<file path="src/rtl/pipe_skid_stage.sv">
// -----------------------------------------------------------------------------
// pipe_skid_stage
//
// Purpose:
//   Inter-stage pipeline register (IF/ID, ID/EX, EX/ME, ME/WB) with a
//   valid/ready handshake and a two-entry skid buffer. Because the skid entry
//   absorbs the one word already in flight, in_ready is a function of the
//   stored state only. There is no combinational path from out_ready back
//   upstream. An empty or flushed stage presents NOP_VALUE downstream.
//
// Parameters:
//   WIDTH      payload bits per entry
//   NOP_VALUE  bubble payload shown while out_valid=0; reset value of entries
//
// Ports:
//   clk        rising-edge clock
//   rst        asynchronous active-high reset
//   in_valid   upstream offers in_data
//   in_ready   stage can accept this cycle (0 while FULL or in reset)
//   in_data    upstream payload
//   out_valid  out_data holds a real instruction
//   out_ready  downstream accepts this cycle (0 = stall)
//   out_data   payload to next stage, NOP_VALUE when out_valid=0
//   flush      synchronous squash of held and incoming data
//
// Optional feature (macro PIPE_SKID_STATS_EN):
//   stall_cnt  [15:0] saturating count of cycles with out_valid & !out_ready
//   flush_cnt  [7:0]  saturating count of flush cycles while an entry was held
// -----------------------------------------------------------------------------
module pipe_skid_stage #(
    parameter int               WIDTH     = 32,
    parameter logic [WIDTH-1:0] NOP_VALUE = {WIDTH{1'b0}}
) (
    input  logic             clk,
    input  logic             rst,
    input  logic             in_valid,
    output logic             in_ready,
    input  logic [WIDTH-1:0] in_data,
    output logic             out_valid,
    input  logic             out_ready,
    output logic [WIDTH-1:0] out_data,
    input  logic             flush
`ifdef PIPE_SKID_STATS_EN
    ,
    output logic [15:0]      stall_cnt,
    output logic [7:0]       flush_cnt
`endif
);

    // EMPTY: no entry valid; ONE: main only; FULL: main + skid.
    typedef enum logic [1:0] {
        EMPTY = 2'd0,
        ONE   = 2'd1,
        FULL  = 2'd2
    } state_t;

    state_t           stateReg;
    state_t           stateNext;
    logic [WIDTH-1:0] mainDataReg;
    logic [WIDTH-1:0] skidDataReg;
    logic             mainValid;
    logic             inFire;
    logic             outFire;

    assign inFire  = in_valid & in_ready;
    assign outFire = out_valid & out_ready;

    // -------------------------------------------------------------------------
    // State register
    // -------------------------------------------------------------------------
    always_ff @(posedge clk or posedge rst) begin
        if (rst) begin
            stateReg <= EMPTY;
        end else begin
            stateReg <= stateNext;
        end
    end

    // -------------------------------------------------------------------------
    // Next-state logic. Flush overrides everything, including a same-cycle
    // accept, which is why it is tested before the handshake cases.
    // -------------------------------------------------------------------------
    always_comb begin
        stateNext = stateReg;
        if (flush) begin
            stateNext = EMPTY;
        end else begin
            case (stateReg)
                EMPTY: begin
                    if (inFire) stateNext = ONE;
                end
                ONE: begin
                    case ({inFire, outFire})
                        2'b10:   stateNext = FULL;
                        2'b01:   stateNext = EMPTY;
                        default: stateNext = ONE;
                    endcase
                end
                FULL: begin
                    if (outFire) stateNext = ONE;
                end
                default: stateNext = EMPTY;
            endcase
        end
    end

    // -------------------------------------------------------------------------
    // Output logic. in_ready looks at the registered state (and rst) only.
    // -------------------------------------------------------------------------
    always_comb begin
        mainValid = (stateReg != EMPTY);
        in_ready  = (stateReg != FULL) && !rst;
        out_valid = mainValid;
        out_data  = mainValid ? mainDataReg : NOP_VALUE;
    end

    // -------------------------------------------------------------------------
    // Payload registers. The main entry always holds the oldest word; the
    // skid entry only catches a word that arrives while main is stalled.
    // A flush leaves the payloads untouched; the cleared state masks them.
    // -------------------------------------------------------------------------
    always_ff @(posedge clk or posedge rst) begin
        if (rst) begin
            mainDataReg <= NOP_VALUE;
            skidDataReg <= NOP_VALUE;
        end else if (!flush) begin
            case (stateReg)
                EMPTY: begin
                    if (inFire) mainDataReg <= in_data;
                end
                ONE: begin
                    if (inFire && outFire) begin
                        mainDataReg <= in_data;
                    end else if (inFire) begin
                        skidDataReg <= in_data;
                    end
                end
                FULL: begin
                    if (outFire) mainDataReg <= skidDataReg;
                end
                default: ;
            endcase
        end
    end

`ifdef PIPE_SKID_STATS_EN
    // -------------------------------------------------------------------------
    // Statistics counters: saturate at all-ones, survive flush.
    // -------------------------------------------------------------------------
    always_ff @(posedge clk or posedge rst) begin
        if (rst) begin
            stall_cnt <= 16'd0;
        end else if (out_valid && !out_ready && (stall_cnt != 16'hFFFF)) begin
            stall_cnt <= stall_cnt + 16'd1;
        end
    end

    always_ff @(posedge clk or posedge rst) begin
        if (rst) begin
            flush_cnt <= 8'd0;
        end else if (flush && (stateReg != EMPTY) && (flush_cnt != 8'hFF)) begin
            flush_cnt <= flush_cnt + 8'd1;
        end
    end
`endif

endmodule

</file>
<file path="config.mk">
export PLATFORM = sky130hd
export DESIGN_NAME = pipe_skid_stage
export DESIGN_NICKNAME = d
export VERILOG_FILES = /design/src/rtl/pipe_skid_stage.sv
export SDC_FILE = /design/constraint.sdc
export NUM_CORES = 1
export LEC_CHECK = 0
export CAP_MARGIN = 20
export CORE_ASPECT_RATIO = 1.1
export CORE_UTILIZATION = 45
export CTS_CLUSTER_SIZE = 12
export DETAILED_ROUTE_END_ITERATION = 7
export PLACE_DENSITY = 0.73
export SYNTH_ARGS = -nofsm -noshare
export SYNTH_HDL_FRONTEND = slang
export SYNTH_SLANG_ARGS = --single-unit
</file>
<file path="constraint.sdc">
create_clock -name clk -period 3.37 [get_ports clk]
set_clock_uncertainty 0.1 [all_clocks]
set_input_delay 0.674 -clock clk [delete_from_list [all_inputs] [get_ports clk]]
set_output_delay 0.674 -clock clk [all_outputs]
set_load 0.03 [all_outputs]
</file>
==> summary.md, run 1 <==
| Metric | Value |
|---|---|
| Outcome | `finished clean` |
| Hold Buf Count CTS | `0` |
| Setup bufs post-CTS | `0` |
| CP max FO | `34` |
| Flops & latches, synth | `66` |
| Final ANT Viol Nets | `0` |
| Post-layout util | `0.624` |
| Worst Hold Depth | `1` |
| Post-Synthesis Cells | `230` |
| Die height | `between 90 and 100 um` |
| First-pass iteration count of the detailed router | `4` |
| Register-to-Register Setup Slack | `0.71 ns` |
| Final Hold Fails | `0` |
| Initial antenna violation count | `0` |
| Clock Pin Slew Worst Setup and Hold Paths | `0.07 ns` |
| Syn avg cell area | `13.8 um^2` |
| # IOs | `71` |
| Setup Crit Path Kind | `reg -> out` |
| Final nets | `341` |
| Via count | `about 2000` |
| Crit share post-route | `0.910` |
| Final GP Congestion | `0.827` |
| Crit Reg-Reg Startpoint | `stateReg[0]` |
| Sequential cell area fraction in the yosys report | `0.521` |
| DRC violations left | `0` |
| Final Total Pwr | `around 2.4 mW` |
| Pwr/cell area | `585 mW/mm^2` |
| CTS sink count | `66` |
| Slew HR | `0.445` |
| Design area | `0.00419 mm^2` |
| CTS tree | `built` |
| Crit-path cells | `or2_2, and2_1, clkdlybuf4s50_1` |
| Avg WL per Cell | `15.7 um` |
| Root Driver | `clkbuf_8` |
| Synth unique cells | `21` |
| Antenna Cells | `0` |
| Placed instance area | `just under 0.004 mm^2` |
| Layout area overhead | `32.0%` |
| Final setup violation count | `0` |
| Die Area | `0.00739 mm^2` |
| Synthesized cell area | `0.00317 mm^2` |
| H-tree Lvls | `3` |
| CP delay by family, top | `simple AND/OR/NAND/NOR gates` |
| Pins Over Slew Limit | `0` |
| Clk Latency, worst-skew pair | `around 0.34 ns` |
| HP Class | `reg -> reg` |
| Shortest period the worst path allows | `between 3 and 4 ns` |
| Total Routing Usage GR | `0.187` |
| Vias in the first global route | `2054` |
| Final wirelength | `slightly above 6000 um` |
| Crit end category | `primary output` |
| Critical-path top delay cell | `clkdlybuf4s50_1` |
| Reg2Reg Capture Point | `mainDataReg[15]` |
| First-pass GRT wire length | `10100 um` |
| Core area | `0.00671 mm^2` |
| Crit path arrival time | `2.29 ns` |
| Avg Vias per Cell | `5.12` |
| Worst hold start | `mainDataReg[24]` |
| RSZ-0062 raised after global routing | `no` |
| Data required, critical path | `~2.6 ns` |
| Site Rows | `31` |
| Peak VDD IR | `0.000388 V` |
| Worst slew pin tran | `0.833 ns` |
| Fraction of layout cells with a size suffix above 1 | `0.384` |
| Critical path startpoint category | `register` |
| PostCTS Resize Cnt | `0` |
| Synth Warn # | `0` |
| Hold worst-path end | `mainDataReg[24]` |
| Max clock buf depth | `2` |
| Die X | `a little over 80 um` |
| Initial cell density of the core | `0.472` |
| Port bufs | `70` |
| Clock buffer count from CTS | `9` |
| Net count after synthesis | `269` |
| Reg2reg path depth | `8` |
| Worst path depth | `3` |
| Initial DRC Count | `between 50 and 60` |
| Global route overflow | `0` |
| Crit-path max cell delay | `0.67 ns` |
| DP HPWL | `3920 um` |
| Setup total negative slack | `0 ns` |
| Fmax | `326 MHz` |
| P_leak | `~1.8 nW` |
| Largest net degree at the start of global routing | `between 60 and 70` |
| # Max-Cap Violations | `0` |
| CP bufs+invs | `1` |
-- worst max-delay path by stage --
stage	start	end
after floorplan	rst	skidDataReg[0]
after global placement	rst	mainDataReg[8]
after detailed placement	rst	mainDataReg[31]
after CTS	stateReg[0]	out_data[19]
after global routing	stateReg[0]	out_data[18]
final	stateReg[0]	out_data[19]
-- routing by layer --
metal | global-route usage | vias to the layer above | routed length (um)
met4 | 0.0833 | 0 | 111
met1 | 0.233 | 992 | 2700
met5 | 0 | - | 0
met3 | 0.0467 | 10 | 256
li1 | - | 945 | -
met2 | 0.299 | 45 | 3050
-- layout by cell type, fill, tap and decap left out --
cell             Yosys  final
nor2b_1              2      2
and3_1               1      1
inv_1                2      1
nand4_1              1      1
bufinv_16            0      3
dfrtp_1             66     66
or3b_4               1      1
nor2_1               2      2
a221oi_4             1      1
a221oi_1             1      1
nand2b_1             4      3
clkinv_2             0      3
clkdlybuf4s50_1      0     70
clkbuf_8             0      9
nand2_1              2      2
mux2_1               3      3
buf_4                0      4
a21oi_1              2      2
clkinvlp_4           0      1
buf_12               0      1
clkbuf_1             8      1
ha_1                 2      2
nand2b_2             0      1
or2_2                1      1
and2_1              32     32
mux2_2              93     93
-- synth_stat cells --
library cell  count  area, um^2
or3b_4            1        11.3
dfrtp_1          66        1650
buf_6             3        33.8
inv_1             2        7.51
mux2_1            3        33.8
or2_2             1        6.26
and3_1            1        6.26
and2_1           32         200
nor2b_1           2        12.5
nor2_1            2        7.51
nand2b_1          4        25.0
clkbuf_1          8        30.0
ha_1              2        25.0
mux2_2           93        1050
buf_2             2        10.0
buf_1             1        3.75
nand2_1           2        7.51
a21oi_1           2        10.0
a221oi_1          1        8.76
nand4_1           1        6.26
a221oi_4          1        26.3
-- flip-flops by register name (all words and copies together) (netlist names) --
signal,cells
mainDataReg,32
skidDataReg,32
stateReg,2
-- power by group --
| group | total [mW] | internal (mW) | switching [mW] |
|---|---|---|---|
| Combinational | 0.555 | 0.324 | 0.231 |
| Clock | 0.782 | 0.488 | 0.295 |
| Sequential | 1.11 | 1.01 | 0.0980 |
| Total | 2.45 | 1.83 | 0.623 |
-- cells by family (layout without fill, tap and decap cells) --
logic type / after synthesis / in the layout / synth area share
buffers and inverters: 16 / 93 / 0.0268
multiplexers: 96 / 96 / 0.341
flip-flops: 66 / 66 / 0.521
adder cells (fa/ha/maj): 2 / 2 / 0.00789
AND/OR/NAND/NOR: 46 / 46 / 0.0892
AO/OA/AOI/OAI: 4 / 4 / 0.0142
-- through the flow --
| step | setup slack, ns | instances | hold slack [ns] |
|---|---|---|---|
| finish | 0.304 | 389 | 0.385 |
| global route | 0.183 | 389 | 0.416 |
| CTS | 0.251 | 389 | 0.395 |
| detailed placement | 0.502 | 373 | 0.376 |
| global placement | 0.589 | 373 | 0.366 |
| floorplan | 0.0869 | 230 | 0.349 |
-- worst reg2reg max path, stage by stage, from the launching register on --
cell and delay [ns]:
dfrtp_1 0.48, or2_2 0.55, nand2_1 0.15, inv_1 0.10, ha_1 0.17, nand2b_1 0.10, a221oi_4 0.27, buf_12 0.25
mux2_2 0.37
-- final cells by class --
class / instances / area, um^2
fillers: 541 / 2520
flip-flops and latches: 66 / 1650
multi-input cells: 148 / 1440
repair buffers: 75 / 751
clock buffers: 10 / 128
clock inverters: 6 / 105
well taps: 82 / 103
inverters: 2 / 11.3
Note: power is estimated with default switching activity, not from simulation.
==> inputs of run 2 (changes only) <==
==> constraint.sdc (replaced) <==
create_clock -name clk -period 3.37 [get_ports clk]
set_clock_uncertainty 0.1 [all_clocks]
set_input_delay 0.674 -clock clk [delete_from_list [all_inputs] [get_ports clk]]
set_output_delay 0.674 -clock clk [all_outputs]
set_load 0.005 [all_outputs]
==> results of run 2 <==
The final DEF is identical to that of run 1. Status: finished clean.
Among the figures that moved: setup slack after layout 0.304 ns -> 0.474 ns; total power 2.45 mW -> 2.37 mW; worst IR drop on VDD 0.000388 V -> 0.000377 V
